--- config.mk ---
export PLATFORM = sky130hd
export DESIGN_NAME = keypad_scan4
export DESIGN_NICKNAME = d
export VERILOG_FILES = /design/src/rtl/keypad_scan4.sv
export SDC_FILE = /design/constraint.sdc
export NUM_CORES = 1
export LEC_CHECK = 0
export BUFFER_PORTS_ARGS = -buffer_cell sky130_fd_sc_hd__buf_2
export CAP_MARGIN = 20
export CORE_AREA = 2 2 63 65
export DETAILED_ROUTE_END_ITERATION = 8
export DIE_AREA = 0 0 65 67
export HOLD_SLACK_MARGIN = 0.08
export PLACE_DENSITY = 0.67
export SKIP_CTS_REPAIR_TIMING = 1
export SLEW_MARGIN = 20
export SYNTH_ARGS = -nofsm -noshare
export SYNTH_HDL_FRONTEND = slang
export SYNTH_SLANG_ARGS = --single-unit
--- constraint.sdc ---
create_clock -name clk -period 2.05 [get_ports clk]
set_clock_uncertainty 0.2 [all_clocks]
set_input_delay 0.205 -clock clk [delete_from_list [all_inputs] [get_ports clk]]
set_output_delay 0.205 -clock clk [all_outputs]
set_load 0.05 [all_outputs]
--- src/rtl/keypad_scan4.sv ---
// 4x4 matrix keypad scanner: rotates an active-low column drive, debounces
// presses and releases over scan ticks, and reports one code per key press.
module keypad_scan4 #(
    parameter int SCAN_DIV  = 8192,
    parameter int DEB_SCANS = 4
) (
    input  logic       clk,
    input  logic       clr,
    input  logic [3:0] row,
    output logic [3:0] col,
    output logic [3:0] key,
    output logic       key_valid,
    output logic       key_held
);

    localparam int             CW        = $clog2(SCAN_DIV);
    localparam logic [CW-1:0]  TICK_LAST = CW'(SCAN_DIV - 1);
    localparam logic [3:0]     DEB_LAST  = 4'(DEB_SCANS);

    typedef enum logic [1:0] {
        ST_SCAN,
        ST_DEBOUNCE,
        ST_PRESSED,
        ST_RELEASE
    } state_t;

    state_t        state, state_nx;
    logic [3:0]    row_meta, rs;
    logic [CW-1:0] div_cnt;
    logic          tick;
    logic [1:0]    col_idx, col_idx_nx;
    logic [1:0]    cand_row, cand_row_nx;
    logic [3:0]    deb_cnt, deb_cnt_nx;
    logic [3:0]    key_q, key_nx;
    logic          valid_q, valid_nx;
    logic          held_q, held_nx;
    logic [1:0]    low_idx;
    logic          any_low;
    logic          cand_low;
    logic [3:0]    deb_inc;

    // Synchronizer idles high so a reset never looks like a pressed key.
    always_ff @(posedge clk or negedge clr) begin
        if (!clr) begin
            row_meta <= 4'b1111;
            rs       <= 4'b1111;
        end else begin
            row_meta <= row;
            rs       <= row_meta;
        end
    end

    always_ff @(posedge clk or negedge clr) begin
        if (!clr) begin
            div_cnt <= '0;
        end else if (div_cnt == TICK_LAST) begin
            div_cnt <= '0;
        end else begin
            div_cnt <= div_cnt + 1'b1;
        end
    end

    assign tick = (div_cnt == TICK_LAST);

    always_ff @(posedge clk or negedge clr) begin
        if (!clr) begin
            state    <= ST_SCAN;
            col_idx  <= 2'd0;
            cand_row <= 2'd0;
            deb_cnt  <= 4'd0;
            key_q    <= 4'h0;
            valid_q  <= 1'b0;
            held_q   <= 1'b0;
        end else begin
            state    <= state_nx;
            col_idx  <= col_idx_nx;
            cand_row <= cand_row_nx;
            deb_cnt  <= deb_cnt_nx;
            key_q    <= key_nx;
            valid_q  <= valid_nx;
            held_q   <= held_nx;
        end
    end

    // Lowest-index pressed row wins when several rows are low together.
    always_comb begin
        low_idx = 2'd3;
        if (!rs[0]) begin
            low_idx = 2'd0;
        end else if (!rs[1]) begin
            low_idx = 2'd1;
        end else if (!rs[2]) begin
            low_idx = 2'd2;
        end
    end

    assign any_low  = (rs != 4'b1111);
    assign cand_low = ~rs[cand_row];
    assign deb_inc  = deb_cnt + 4'd1;

    always_comb begin
        state_nx    = state;
        col_idx_nx  = col_idx;
        cand_row_nx = cand_row;
        deb_cnt_nx  = deb_cnt;
        key_nx      = key_q;
        valid_nx    = 1'b0;
        held_nx     = held_q;
        if (tick) begin
            case (state)
                ST_SCAN: begin
                    if (!any_low) begin
                        col_idx_nx = col_idx + 2'd1;
                    end else begin
                        cand_row_nx = low_idx;
                        deb_cnt_nx  = 4'd1;
                        if (DEB_SCANS == 1) begin
                            key_nx   = {low_idx, col_idx};
                            valid_nx = 1'b1;
                            held_nx  = 1'b1;
                            state_nx = ST_PRESSED;
                        end else begin
                            state_nx = ST_DEBOUNCE;
                        end
                    end
                end
                ST_DEBOUNCE: begin
                    if (cand_low) begin
                        deb_cnt_nx = deb_inc;
                        if (deb_inc >= DEB_LAST) begin
                            key_nx   = {cand_row, col_idx};
                            valid_nx = 1'b1;
                            held_nx  = 1'b1;
                            state_nx = ST_PRESSED;
                        end
                    end else begin
                        col_idx_nx = col_idx + 2'd1;
                        state_nx   = ST_SCAN;
                    end
                end
                ST_PRESSED: begin
                    if (!cand_low) begin
                        deb_cnt_nx = 4'd1;
                        if (DEB_SCANS == 1) begin
                            held_nx    = 1'b0;
                            col_idx_nx = col_idx + 2'd1;
                            state_nx   = ST_SCAN;
                        end else begin
                            state_nx = ST_RELEASE;
                        end
                    end
                end
                ST_RELEASE: begin
                    if (!cand_low) begin
                        deb_cnt_nx = deb_inc;
                        if (deb_inc >= DEB_LAST) begin
                            held_nx    = 1'b0;
                            col_idx_nx = col_idx + 2'd1;
                            state_nx   = ST_SCAN;
                        end
                    end else begin
                        state_nx = ST_PRESSED;
                    end
                end
                default: begin
                    state_nx = ST_SCAN;
                end
            endcase
        end
    end

    always_comb begin
        col       = ~(4'b0001 << col_idx);
        key       = key_q;
        key_valid = valid_q;
        key_held  = held_q;
    end

endmodule
# Yosys cells after proc, flatten, opt, wreduce, memory -nomap -nowiden
# Index checks and enable logic that the tools add are counted.
# word_totals
romBits	0
in_bits	6
wordCells	74
out_inout_bits	10
reg_bits	37
mem_count	0
latchBits	0
mem_bits_rw	0
# op_classes
n_reduce_logical	9
mul	0
n_bitwise	2
addsub	3
n_lt_le_gt_ge	2
div	0
shifts	1
mux	32
n_eq_ne	15
# ops
op	n
$mux W2	12
$mux W4	4
$ne A2 B2 Y1 const B	8
$pmux W4 S4	1
$add A13 B1 Y13 const B	1
$eq A13 B13 Y1 const B	1
$mux W13	1
$reduce_and A6 Y1	2
$mux W1	10
$reduce_and A5 Y1	2
$pmux W2 S4	1
$ne A3 B3 Y1 const B	2
$pmux W2 S3	1
$add A4 B1 Y4 const B	1
$eq A2 B2 Y1 const B	2
$ge A4 B3 Y1 const B	1
$ne A4 B4 Y1 const B	1
$not A4 Y4	1
$reduce_and A4 Y1	1
$shl A1 B2 Y4 const A	1
$lt A2 B3 Y1 const B	1
$reduce_and A3 Y1	1
$reduce_bool A3 Y1	1
$add A2 B1 Y2 const B	1
6 further kinds	6

# Logic depth before layout (Yosys ltp)
# logic_depth
ltp_word	6
depth_mapped	6
depth_no_buf	6

# Least setup slack after synthesis
# Ideal clock, no wire load.
# synth_path
path_kind	flip-flop to flip-flop
from	reg div_cnt[0]
to	reg key_q[0], in the netlist key[0]
setup_slack_ps	-91
stages_incl_launch_ff	7
arrival_time_ps	1814
setup_ps	128
n_path_buf	0
period_less_slack_ps	2141
required_ps	1722
path_cell_list	dfrtp_1 ha_1 nand4_2 nor4_4 and3_1 nand3_2 mux2_1
# synth_via
elab_chain_cells	2
# synth_lines
item	line	rtl
start: declaration	29	logic [CW-1:0] div_cnt;
start signal: assignment	59	div_cnt <= div_cnt + 1'b1;
$eq A13 B13 Y1	63	assign tick = (div_cnt == TICK_LAST);
$reduce_and A4 Y1 (no line)	n/a	
end signal: assignment	79	key_q <= key_nx;
end: declaration	34	logic [3:0] key_q, key_nx;
# No other way between the ends.
# A chain may end at the register's enable or synchronous reset.

# Worst setup path after layout
# layout_path
from	reg div_cnt[1]
to	reg key_q[3], in the netlist key[3]
# The elaborated chain is that of the path after synthesis.

==> results.md <==
* 4.52% — multiplexer fraction of the synthesized cell area
* 65 µm — overall die width
* dfrtp_1 — most instantiated library cell after synthesis
* 0.08 ns — Clock Pin Slew Worst Setup and Hold Paths
* 33.5% — fraction of layout instances using a drive strength above 1
* 0 — number of violations of the max-capacitance limit
* 2 — Max H-tree Level
* register to register — class of the most critical setup path
* 1260 — vias in the first global route
* 4 — number of iterations in the first detailed-routing pass
* 938 µm² — Sequential Area
* 0.00361 mm² — standard cell core area
* 26.4% — synthesis-to-layout area growth
* true — RSZ-0062 raised after global routing
* 38 — maximum number of pins on one net before global-route repair
* 168 — syn nets
* 22 — FP Rows
* 17.0% — global routing usage summed across all routing layers
* 228 — number of cells in the design after placement
* ha_4, nand4_4, nor4_4, and3_4, nand3_4, mux2_1 — crit path cell chain
* 10.6% — complex-gate fraction of the synthesized area
* 4 — largest fanout on the critical path
* 4.30% — fraction of the mapped netlist area in adder cells
* 0.00436 mm² — area of the die
* 0 — max-slew violation count
* finished, final reports clean — outcome
* 248 — count of placed standard cells in the final layout, fillers left out
* dfrtp_1 — worst-path cell with the longest stage delay
* div_cnt[1]$_DFF_PN0_ — critical path startpoint
* 5.19 — average via count per standard cell
* 0.41 ns — largest stage delay on the critical path
* 0.499 GHz — Max Fclk
* 16 — I/O Pins
* 0 — Critical path buffers and inverters
* 47.5% — Max-slew headroom
* 2.03 ns — worst path required time
* 820 µm² — Multi-input gate area
* 0 — number of warnings issued by yosys
* 3160 µm — total wirelength of the detailed-routed design
* 0.159 ns — worst hold slack after final layout
* 0 — number of setup violations in the final report
* 0.000572 V — Max IR drop VDD
* 0.00175 mm² — Synth Cell Area
* 97.8% — Period Utilization, post-route
* 0 — Inserted Diodes
* div_cnt[1]$_DFF_PN0_ — Reg-to-Reg Start
* 15 — count of buffers inserted at the top-level ports
* 5 — number of CTS-inserted buffers
* done — clock tree from TritonCTS
* 0 — sum of overflow across all layers after global routing
* 11.2 µm² — Avg Synthesized Cell Area
* 5.52% — XOR/XNOR Fraction of Synth Area
* 2.00 ns — final critical path time including I/O delays and setup
* 0.05 ns — setup slack on the worst flop-to-flop path
* dfrtp_1, dfstp_2, ha_1 — leading post-synthesis cells by cell area
* simple AND/OR/NAND/NOR gates — combinational family with the most area after synthesis
* 93 — Iteration-0 DRC Markers
* register — nature of the critical path startpoint
* dfrtp_1 — Primary FF master, synth
* 0.789 — placer congestion estimate
* 211 — number of nets in the finished design
* 1.02 nW — leakage power of the design
* register — type of element capturing the critical path
* 100% — share of flip-flops with an asynchronous set or reset
* 1288 — detailed-route via count
* clkbuf_8 — clock tree root buffer cell
* 0.0455 ns — final setup slack of the worst path
* 0.29 ns — Worst-Skew Late Latency
* 0 — count of endpoints failing hold in the final timing report
* 19.1% — fraction of the mapped netlist area in simple logic gates
* 2 — clk buf depth
* register to register — HP Class
* 0 — initial antenna violation count
* 37 — number of clock sinks
* simple AND/OR/NAND/NOR gates — Crit path max-delay family
* 313 — fillcell total
* 5550 µm — global-route wire length before repair
* 67 µm — Die H
* 0.788 ns — actual slew at the worst max-slew pin
* 0 — Detail Route Antenna Nets
* 48.4% — starting utilization of the core area
* 37 — number of storage elements in the synthesis netlist
* 0 — number of flops mapped to enable cells by yosys
* 2210 µm — detailed placer's ending HPWL
* 12.7 µm — mean routed wirelength per cell
* dfrtp_1, nor2_1, nand2_1, nand3_1, o21ai_0 — most frequent cells after synthesis
* row_meta[2]$_DFF_PN1_ — launch point of the worst hold path
* 594 mW/mm² — areal power density over the cells
* dfrtp_1 — library cell with the largest summed area after synthesis
* 1.99 ns — Crit path arrival time
* 0 — number of remaining DRC errors
* 41.6% — share of Yosys cell area claimed by the top area cell type
* 156 — synthesized instance count
* -0.0158 ns — Setup Slack @ Placement
* 39 — number of distinct library cells after synthesis
* 53.6% — part of the Yosys area used for sequential elements
==> path summary, 6_finish.rpt <==
kind / end / cells past startpoint
setup / recovery: key[3]$_DFFE_PN0P_ / 6
hold / removal: rs[2]$_DFF_PN1_ / 0
min in group asynchronous: key_valid$_DFF_PN0_ / 2
setup reg to reg: key[3]$_DFFE_PN0P_ / 6
max in group asynchronous: deb_cnt[0]$_DFFE_PN0P_ / 2
hold reg to reg: rs[2]$_DFF_PN1_ / 0
==> worst reg2reg max path, delay by kind of cell (launching register included) <==
family / cells / cell delay (ns)
AND/OR/NAND/NOR: 4 / 0.77
flip-flops: 1 / 0.41
multiplexers: 1 / 0.34
adder cells (fa/ha/maj): 1 / 0.17
==> report_power, final <==
| group | total [mW] | switching [mW] | internal [mW] | leakage [nW] |
|---|---|---|---|---|
| Sequential | 0.750 | 0.00589 | 0.744 | 0.472 |
| Combinational | 0.0393 | 0.0225 | 0.0169 | 0.501 |
| Clock | 0.521 | 0.276 | 0.245 | 0.0447 |
==> layer usage <==
metal	global-route usage [%]	part of all wire, %	vias to the layer above
met4	7.71	1.7	0
met3	4.73	3.9	6
li1	-	-	636
met5	0	0	-
met1	19.2	43	625
met2	29.8	51	21
==> layout by cell type, fill, tap and decap left out, types with 5 or more instances in the layout <==
| cell type | count |
|---|---|
| dfrtp_1 | 27 |
| buf_4 | 18 |
| buf_2 | 15 |
| nor2_1 | 14 |
| nand2_1 | 11 |
| nand3_1 | 10 |
| inv_1 | 9 |
| o21ai_0 | 9 |
| dfstp_2 | 8 |
| xor2_1 | 6 |
| xnor2_1 | 5 |
| ha_1 | 5 |
| clkbuf_8 | 5 |
| dlygate4sd3_1 | 5 |
==> logic make-up after synthesis <==
| kind of cell | after synthesis |
|---|---|
| adder cells (fa/ha/maj) | 6 |
| AND/OR/NAND/NOR | 58 |
| multiplexers | 6 |
| AO/OA/AOI/OAI | 27 |
| flip-flops | 37 |
| buffers and inverters | 11 |
| XOR/XNOR | 11 |
==> registers in the layout, summed over array words and instances, names as in the netlist, named ones only <==
name       flops
cand_row       2
col_idx        2
deb_cnt        4
div_cnt       13
key            4
key_held       1
key_valid      1
row_meta       4
rs             4
state          1
==> through the flow <==
step                TNS, ns  cell area (µm²)  util [%]  total power, mW
floorplan                 0             1760         -            0.770
CTS                 -0.0358             2060      57.2             1.32
finish                    0             2210      61.2             1.31
detailed placement  -0.0244             1970      54.6            0.795
global placement          0             1970      54.6            0.793
global route         -0.194             2210      61.2             1.37
==> cell type report <==
type | instances | area share, %
clock inverter | 3 | 1.13
tap | 48 | 2.72
inverter | 9 | 1.53
multi-input combinational | 108 | 37.2
sequential | 37 | 42.5
timing repair buffer | 38 | 11.8
clock buffer | 5 | 3.12
Power figures use the tool's default switching activity.
